<file path="config.mk">
export PLATFORM = sky130hd
export DESIGN_NAME = flag_event_logger
export DESIGN_NICKNAME = d
export VERILOG_FILES = /design/src/rtl/flag_event_logger.sv
export SDC_FILE = /design/constraint.sdc
export NUM_CORES = 1
export LEC_CHECK = 0
export CAP_MARGIN = 40
export CORE_ASPECT_RATIO = 0.9
export CORE_MARGIN = 2
export CORE_UTILIZATION = 57
export CTS_CLUSTER_DIAMETER = 30
export DETAILED_ROUTE_END_ITERATION = 10
export PLACE_DENSITY = 0.76
export SLEW_MARGIN = 30
export SYNTH_ARGS = -nofsm -noshare
export SYNTH_HDL_FRONTEND = slang
export SYNTH_SLANG_ARGS = --single-unit
</file>
<file path="constraint.sdc">
create_clock -name clk -period 15.8 [get_ports clk]
set_clock_uncertainty 0.15 [all_clocks]
set_input_delay 3.16 -clock clk [delete_from_list [all_inputs] [get_ports clk]]
set_output_delay 3.16 -clock clk [all_outputs]
set_load 0.01 [all_outputs]
</file>
<file path="src/rtl/flag_event_logger.sv">
// Flag change event logger: timestamps edges on a flag vector and queues
// {timestamp, flags, change_mask} entries in a show-ahead FIFO with overflow tracking.
module flag_event_logger #(
  parameter int unsigned FLAG_W = 6,
  parameter int unsigned TS_W   = 16,
  parameter int unsigned DEPTH  = 8
) (
  input  logic                       clk,
  input  logic                       rst_n,
  input  logic [FLAG_W-1:0]          flags_in,
  input  logic                       en,
  input  logic                       rd_en,
  input  logic                       clr_ovf,
  output logic                       rd_valid,
  output logic [TS_W+2*FLAG_W-1:0]   rd_data,
  output logic [$clog2(DEPTH):0]     fifo_count,
  output logic                       overflow,
  output logic [7:0]                 drop_cnt
);

  localparam int unsigned AW = $clog2(DEPTH);
  localparam int unsigned CW = AW + 1;
  localparam int unsigned EW = TS_W + 2 * FLAG_W;

  logic [TS_W-1:0]   ts_q, ts_d;
  logic [FLAG_W-1:0] prev_q;
  logic              primed_q;
  logic [AW-1:0]     wptr_q, wptr_d, rptr_q, rptr_d;
  logic [CW-1:0]     count_q, count_d;
  logic              overflow_q, overflow_d;
  logic [7:0]        drop_cnt_q, drop_cnt_d;
  logic [EW-1:0]     mem_q [DEPTH];

  logic [FLAG_W-1:0] change;
  logic [EW-1:0]     entry;
  logic              event_hit, full, pop, wr, drop;

  always_comb begin
    ts_d       = ts_q + TS_W'(1);
    change     = flags_in ^ prev_q;
    entry      = {ts_q, flags_in, change};
    event_hit  = primed_q && en && (|change);
    full       = (count_q == CW'(DEPTH));
    pop        = rd_en && (count_q != '0);
    // A pop at the same edge frees a slot, so a full FIFO still accepts the event.
    wr         = event_hit && (!full || pop);
    drop       = event_hit && full && !pop;
    wptr_d     = wr  ? wptr_q + AW'(1) : wptr_q;
    rptr_d     = pop ? rptr_q + AW'(1) : rptr_q;
    count_d    = count_q;
    if (wr && !pop) begin
      count_d = count_q + CW'(1);
    end else if (pop && !wr) begin
      count_d = count_q - CW'(1);
    end
    overflow_d = overflow_q;
    drop_cnt_d = drop_cnt_q;
    if (clr_ovf) begin
      overflow_d = drop;
      drop_cnt_d = drop ? 8'd1 : 8'd0;
    end else if (drop) begin
      overflow_d = 1'b1;
      if (drop_cnt_q != 8'hFF) begin
        drop_cnt_d = drop_cnt_q + 8'd1;
      end
    end
  end

  always_ff @(posedge clk or negedge rst_n) begin
    if (!rst_n) begin
      ts_q       <= '0;
      prev_q     <= '0;
      primed_q   <= 1'b0;
      wptr_q     <= '0;
      rptr_q     <= '0;
      count_q    <= '0;
      overflow_q <= 1'b0;
      drop_cnt_q <= '0;
    end else begin
      ts_q       <= ts_d;
      prev_q     <= flags_in;
      primed_q   <= 1'b1;
      wptr_q     <= wptr_d;
      rptr_q     <= rptr_d;
      count_q    <= count_d;
      overflow_q <= overflow_d;
      drop_cnt_q <= drop_cnt_d;
    end
  end

  // Storage needs no reset; validity is tracked by count_q.
  always_ff @(posedge clk) begin
    if (wr) begin
      mem_q[wptr_q] <= entry;
    end
  end

  always_comb begin
    rd_valid   = (count_q != '0);
    rd_data    = mem_q[rptr_q];
    fifo_count = count_q;
    overflow   = overflow_q;
    drop_cnt   = drop_cnt_q;
  end

endmodule

</file>
# Word level (Yosys, flattened, before mapping)
# Memory sizes are Yosys's and may differ from the RTL's.
# Cells that the tools add are included.
[totals]
out_inout_bits = 42
mem_count = 1
mem_bits_rw = 224
in_bits = 11
ff_bits = 42
[classes]
muxes = 10
addsub = 6
reduce_logical = 18
eq_ne = 2
bitwise_logic = 1
[memory_table]
columns = ["name", "words", "width", "read_ports", "rd_clocked_by_memory_dff", "write_ports", "line_no", "source"]
rows = [
  ["mem_q", 8, 28, 1, 0, 1, "32", "logic [EW-1:0] mem_q [DEPTH];"],
]
[ops]
columns = ["operator", "n"]
rows = [
  ["8-bit 2-to-1 mux", 3],
  ["16-bit by 1-bit adder with 16-bit output, second input constant", 1],
  ["8-bit by 1-bit adder with 8-bit output, second input constant", 1],
  ["1-bit logical AND", 8],
  ["4-bit 2-to-1 mux", 2],
  ["8-bit != test, second input constant", 1],
  ["3-bit by 1-bit adder with 3-bit output, second input constant", 2],
  ["2-bit nonzero test", 3],
  ["6-bit OR reduction", 1],
  ["6-bit XOR", 1],
  ["1-bit 2-to-1 mux", 5],
  ["4-bit by 1-bit adder with 4-bit output, second input constant", 1],
  ["4-bit equality test, second input constant", 1],
  ["4-bit nonzero test", 1],
  ["4-bit by 1-bit subtractor with 4-bit output, second input constant", 1],
  ["1-bit zero test", 3],
  ["2-bit AND reduction", 1],
  ["1-bit logical OR", 1],
]

# Logic depth before layout (Yosys ltp)
# Gate-level depths: netlist of run 1.
[logic_depth]
depth_word = 8
ltp_mapped = 14

# Worst setup path after synthesis of run 1
# OpenSTA, ideal clock, no wires.
[synth_timing]
path_type = "in2reg"
from = "input flags_in[1]"
to = "memory mem_q[2][0] (netlist name), enable pin"
t_arrival_ps = 7266
stages = 6
slack_ps = 7890
setup_ps = 494
t_required_ps = 15156
path_cell_list = "xor2_1 -> or4_4 -> nor2_2 -> or3_1 -> buf_4 -> nor4b_1"
[synth_via]
elab_chain_cells = 6
[synth_lines]
columns = ["element", "line_no", "source"]
rows = [
  ["start: declaration", "10", "input logic [FLAG_W-1:0] flags_in,"],
  ["6-bit XOR", "40", "change = flags_in ^ prev_q;"],
  ["6-bit OR reduction", "42", "event_hit = primed_q && en && (|change);"],
  ["1-bit logical AND", "42", ""],
  ["1-bit logical AND", "46", "wr = event_hit && (!full || pop);"],
  ["1-bit 2-to-1 mux", "93", "if (wr) begin"],
  ["1-bit 2-to-1 mux (implied by the code)", "94", "mem_q[wptr_q] <= entry;"],
  ["end: declaration", "32", ""],
]
# Every way passes these cells.

# Worst setup path in the final report of run 1
[layout_timing]
from = "input flags_in[1]"
to = "register count_q[3] (netlist: fifo_count[3])"
[layout_via]
elab_chain_cells = 7
[layout_lines]
columns = ["element", "line_no", "source"]
rows = [
  ["6-bit XOR (*)", "40", ""],
  ["net change[1]", "34", "logic [FLAG_W-1:0] change;"],
  ["6-bit OR reduction (*)", "42", ""],
  ["1-bit logical AND (*)", "42", ""],
  ["1-bit logical AND (*)", "46", ""],
  ["net wr", "36", "logic event_hit, full, pop, wr, drop;"],
  ["1-bit zero test", "53", "end else if (pop && !wr) begin"],
  ["1-bit logical AND", "53", ""],
  ["2-bit nonzero test (no source line)", "-", ""],
  ["end signal: assignment", "85", "count_q <= count_d;"],
  ["end: declaration", "29", "logic [CW-1:0] count_q, count_d;"],
]
# The timed path passes the listed nets; every way through them passes the cells marked *.
# A chain may end at the register's enable or synchronous reset.

==> impl_metrics.py, run 1 <==
metrics = {
    "floorplanning": {
        "die_w_um": 147,
        "fp.dieH_um": 132,
        "coreArea_um2": 17800,
        "die_area_um2": 19400,
        "io_pins": 53,
        "initial_core_util_pct": 58.6,
        "rows": 46,
    },
    "cts": {
        "cts_setup_buffers": 0,
        "cts_root_buffer": "clkbuf_16",
        "ctsResizeCount": 0,
        "cts_tree": "built",
        "cts_buffers": 39,
        "h-tree-depth": 2,
        "clock_sinks": 266,
        "postCtsHoldBufs": 0,
        "clk_path_buf_depth": 3,
        "cts.clk_slew.worst_paths_ns": 0.05,
        "insertion_delay_ns": 0.51,
    },
    "critical_path": {
        "path_delay_family": "simple AND/OR/NAND/NOR gates",
        "path_class": "input port to flip-flop",
        "endpoint_kind": "flip-flop",
        "crit_buf_inv": 3,
        "r2r_slack_ns": 12.02,
        "start_kind": "input port",
        "required_ns": 16.03,
        "slowest_stage": "clkdlybuf4s50_1",
        "cp_max_fo": 12,
        "path_cells": "clkdlybuf4s50_1 -> xor2_1 -> or4_4 -> nor2_2 -> or3_1 -> inv_2 -> ha_1 -> inv_1 -> ha_1 -> a21o_2 -> a21oi_1 -> xnor2_1 -> nor2_1 -> xor2_1",
        "critPathMaxStageDelay_ns": 0.68,
        "cp.arrival_ns": 6.99,
    },
    "global_route": {
        "grt_pass1_wl_um": 30700,
        "grt.overflow.total": 0,
        "grt_pass1_vias": 5384,
        "grt_start_max_net_pins": 57,
        "antenna_found_initial": 0,
        "grt_usage_pct": 21.0,
    },
    "min_path": {
        "hold_path.class": "flip-flop to flip-flop",
    },
    "logic_synthesis": {
        "synth_area_leaders": "edfxtp_1 (65%), mux4_2 (12%), dfrtp_1 (10%)",
        "synthArstFlopShare_pct": 15.8,
        "syn_nets": 522,
        "netlist_area_um2": 10400,
        "synth_cell_types": 51,
        "synth_warnings": 0,
        "synth_area_per_cell_um2": 20.7,
        "netlist_top_cells_count": "edfxtp_1 (224), mux4_2 (56), dfrtp_1 (42), mux2_2 (30), xnor2_1 (16)",
        "yosys.area.top_type": "edfxtp_1",
        "ys_seq_area_share_pct": 74.6,
        "synth_edf_count": 224,
        "synth.most_common_cell": "edfxtp_1",
        "synth_top_area_share_pct": 64.5,
        "ys_ff_latch": 266,
        "syn_inst": 503,
        "yosys_most_used_dff": "edfxtp_1",
    },
    "timing": {
        "slew_violations": 0,
        "timing.setup.tns_ns": 0,
        "tightest_slew_ns": 0.844,
        "fmax_ghz": 0.148,
        "finalHoldViolCount": 0,
        "hold_ws_ns": 0.382,
        "slew_headroom_pct": 43.7,
        "rsz0062_at_grt": "false",
        "layout_min_cycle_time_ns": 6.77,
        "setup_viol": 0,
        "period_share_pct": 42.8,
    },
    "drt": {
        "wl_met2_um": 9750,
        "wl_per_cell_um": 22.4,
        "vias": 5005,
        "drcViolationCount": 0,
        "ant_nets": 0,
        "drt-total-wl_um": 19300,
        "detail_route.iter0.violations": 325,
        "drtPass1Iterations": 5,
        "routed_via_density": 5.81,
        "routedLengthMet1_um": 7880,
        "routed.top_layer": "met4",
        "wl_met3_um": 1190,
    },
    "cells_and_area": {
        "post-route-util_pct": 71.1,
        "stdcell_area_um2": 12600,
        "nets": 610,
        "finalNonFillerCells": 861,
        "drive_above_1_share_pct": 30.4,
        "syn_to_final_growth_pct": 21.2,
        "n_antenna_cell": 0,
        "num-fill-cells": 1055,
    },
    "power": {
        "power_density_nw_per_um2": 182,
        "p_leak_uw": 0.00428,
        "peakVddDrop_v": 0.000125,
    },
    "placed_design": {
        "dp_hpwl_um": 10400,
        "dp.cells": 790,
        "port_buffers": 52,
        "gp_congestion": 0.761,
        "place_area_um2": 11300,
    },
    "outcome": {
        "status": "finished clean",
    },
    "job": {
        "drv_cap": 0,
    },
}
cell families after synthesis:
logic type | after synthesis | synth area share, %
fa+ha+maj | 8 | 1.03
compound gates | 16 | 0.972
mux | 89 | 15.7
xor+xnor | 28 | 2.35
buf+inv | 25 | 1.08
simple gates | 70 | 4.22
other cells | 1 | 0.0360
flops | 266 | 74.6
final timing paths:
path | depth (start not counted) | start | to
max in group asynchronous | 1 | rst_n | rptr_q[0]$_DFFE_PN0P_
setup reg to reg | 13 | prev_q[1]$_DFF_PN0_ | fifo_count[3]$_DFFE_PN0P_
hold reg to reg | 1 | rptr_q[1]$_DFFE_PN0P_ | rptr_q[1]$_DFFE_PN0P_
min in group asynchronous | 1 | rst_n | drop_cnt[0]$_DFFE_PN0P_
setup / recovery | 14 | flags_in[1] | fifo_count[3]$_DFFE_PN0P_
hold / removal | 1 | rptr_q[1]$_DFFE_PN0P_ | rptr_q[1]$_DFFE_PN0P_
power by group:
group | leakage [uW] | switching [uW] | internal, uW
Sequential | 0.00251 | 58.7 | 824
Clock | 0.000652 | 308 | 558
Combinational | 0.00112 | 232 | 318
Total | 0.00428 | 598 | 1700
per-stage QoR:
step	power [uW]	setup slack [ns]
after CTS	2320	9.01
after global placement	1440	8.72
after detailed placement	1450	8.54
after global routing	2390	8.73
after floorplan	1230	7.89
final	2300	9.03
layer usage:
metal  up-vias  global-route usage (%)
li1       2218                       -
met1      2588                    28.6
met2       161                    34.9
met3        38                    4.12
met4         0                    6.63
met5         -                       0
layout by cell type (no fill, tap or decap), types with 6 or more instances in the layout:
cell type	instances
clkbuf_16	41
xor2_1	12
ha_1	7
dfrtp_1	40
clkdlybuf4s50_1	51
nor2_1	8
mux2_2	30
buf_4	17
nand3_1	9
xnor2_1	16
mux4_2	56
clkbuf_1	6
edfxtp_1	224
nand2_1	11
state kept, by name, summed over array words and instances, names as in the netlist:
register,flops
primed_q,1
wptr_q,3
fifo_count,4
ts_q,16
rptr_q,3
overflow,1
drop_cnt,8
mem_q,224
prev_q,6
cell type report:
| cell class | instances | area (um2) | area share, % |
|---|---|---|---|
| Multi-Input combinational cell | 212 | 2570 | 20.3 |
| Clock inverter | 21 | 245 | 1.94 |
| Sequential cell | 266 | 7780 | 61.6 |
| Timing Repair Buffer | 68 | 638 | 5.05 |
| Tap cell | 240 | 300 | 2.38 |
| Inverter | 4 | 15.0 | 0.119 |
| Clock buffer | 50 | 1090 | 8.62 |
No activity file was read; power rests on OpenSTA's default activity.
==> inputs of run 2 (changes only) <==
clock period = 6.4 ns   (was 15.8 ns; I/O delays follow)
==> impl_metrics.py, run 2 (synthesis results as in run 1) <==
metrics = {
    "timing": {
        "slew_headroom_pct": 44.9,
        "tightest_slew_ns": 0.827,
        "slew_violations": 0,
        "layout_min_cycle_time_ns": 4.81,
        "timing.setup.tns_ns": 0,
        "setup_viol": 0,
        "fmax_ghz": 0.208,
        "rsz0062_at_grt": "false",
        "hold_ws_ns": 0.386,
        "period_share_pct": 75.2,
        "finalHoldViolCount": 0,
    },
    "min_path": {
        "hold_path_depth": 1,
        "hold_path.class": "flip-flop to flip-flop",
    },
    "power": {
        "peakVddDrop_v": 0.000352,
        "fin_total_pwr_uw": 5820,
        "p_leak_uw": 0.00433,
        "power_density_nw_per_um2": 457,
    },
    "floorplanning": {
        "die_area_um2": 19400,
        "die_w_um": 147,
        "fp.dieH_um": 132,
        "rows": 46,
        "coreArea_um2": 17800,
        "io_pins": 53,
        "initial_core_util_pct": 58.6,
    },
    "placed_design": {
        "dp.cells": 786,
        "port_buffers": 52,
        "gp_congestion": 0.773,
        "dp_hpwl_um": 10600,
    },
    "cells_and_area": {
        "largest-register": "mem_q",
        "largest_reg_flops": 224,
        "syn_to_final_growth_pct": 22.3,
        "num-fill-cells": 1035,
        "nets": 609,
        "layout_common_cells": "edfxtp_1 (224), mux4_2 (56), clkdlybuf4s50_1 (51)",
        "layout_commonest_cell": "edfxtp_1",
        "finalNonFillerCells": 863,
        "n_antenna_cell": 0,
        "drive_above_1_share_pct": 30.5,
        "post-route-util_pct": 71.7,
    },
    "cts": {
        "cts_tree": "built",
        "postCtsHoldBufs": 0,
        "clk_path_buf_depth": 3,
        "insertion_delay_ns": 0.53,
        "clock_sinks": 266,
        "h-tree-depth": 2,
        "cts.clk_slew.worst_paths_ns": 0.05,
        "ctsResizeCount": 0,
        "cts_root_buffer": "clkbuf_16",
        "cts_buffers": 42,
        "cts_setup_buffers": 0,
    },
    "critical_path": {
        "cp.arrival_ns": 5.06,
        "endpoint_kind": "flip-flop",
        "path_cells": "clkdlybuf4s50_1 -> xor2_1 -> or4_4 -> nor2_2 -> or3_1 -> inv_2 -> ha_1 -> inv_1 -> ha_1 -> a21o_2 -> a21oi_1 -> xnor2_1 -> nor2_1 -> xor2_1",
        "cp_max_fo": 12,
        "crit_buf_inv": 3,
        "critPathMaxStageDelay_ns": 0.66,
        "required_ns": 6.65,
        "path_depth": 14,
        "slowest_stage": "clkdlybuf4s50_1",
        "ff2ff_path_depth": 13,
        "path_class": "input port to flip-flop",
        "start_kind": "input port",
        "path_delay_family": "simple AND/OR/NAND/NOR gates",
    },
    "drt": {
        "drt-total-wl_um": 19900,
        "wl_per_cell_um": 23.0,
        "vias": 5122,
        "drtPass1Iterations": 5,
        "ant_nets": 0,
        "routed_via_density": 5.94,
        "detail_route.iter0.violations": 316,
        "drcViolationCount": 0,
    },
    "global_route": {
        "top_usage_layer": "met2",
        "antenna_found_initial": 0,
        "grt_usage_pct": 21.8,
        "grt_pass1_wl_um": 31700,
        "use_met2_pct": 36.1,
        "use_met1_pct": 30.1,
        "use_met3_pct": 4.08,
        "grt_start_max_net_pins": 43,
        "grt.overflow.total": 0,
        "grt_pass1_vias": 5466,
    },
    "job": {
        "drv_cap": 0,
    },
    "outcome": {
        "status": "finished clean",
    },
}
run 2: changes by cell type in the layout (fill, tap and decap cells not counted):
cell and change:
clkinv_1 +1, buf_16 +1, clkbuf_16 +4, buf_12 +1, bufinv_16 -1, buf_4 -6
inv_8 +1, clkinvlp_4 -2, clkinv_2 -2, clkinv_4 +2, inv_6 +3
run 2: through the flow:
| stage | area, um2 | worst slack, ns |
|---|---|---|
| 6_report | 12700 | 1.59 |
| 5_1_grt | 12700 | 1.37 |
| 4_1_cts | 12700 | 1.59 |
| 3_5_place_dp | 11300 | 1.07 |
| 3_3_place_gp | 11300 | 1.21 |
| 2_1_floorplan | 10400 | 0.370 |
run 2: layout make-up:
class	instances	area, um2	share of cell area [%]
multi-input cells	212	2570	20.1
clock inverters	23	249	1.95
clock buffers	54	1190	9.34
flip-flops and latches	266	7780	61.1
repair buffers	64	641	5.03
inverters	4	15.0	0.118
well taps	240	300	2.36
run 2: worst paths after layout:
path | from | endpoint | slack (ns)
hold reg to reg | fifo_count[3]$_DFFE_PN0P_ | fifo_count[3]$_DFFE_PN0P_ | 0.39
min in group asynchronous | rst_n | fifo_count[2]$_DFFE_PN0P_ | 0.63
setup / recovery | flags_in[1] | fifo_count[3]$_DFFE_PN0P_ | 1.59
max in group asynchronous | rst_n | rptr_q[0]$_DFFE_PN0P_ | 5.02
hold / removal | fifo_count[3]$_DFFE_PN0P_ | fifo_count[3]$_DFFE_PN0P_ | 0.39
setup reg to reg | prev_q[3]$_DFF_PN0_ | fifo_count[3]$_DFFE_PN0P_ | 2.66
run 2: power breakdown:
part	internal (uW)	switching (uW)
registers	2040	166
logic	800	559
clock network	1460	803
total	4290	1530
run 2: per-layer routing:
metal  part of all wire, %  wire length, um
met5                     0                0
met1                    42             8400
met2                    50            10000
met4                   2.3              450
met3                   5.2             1030
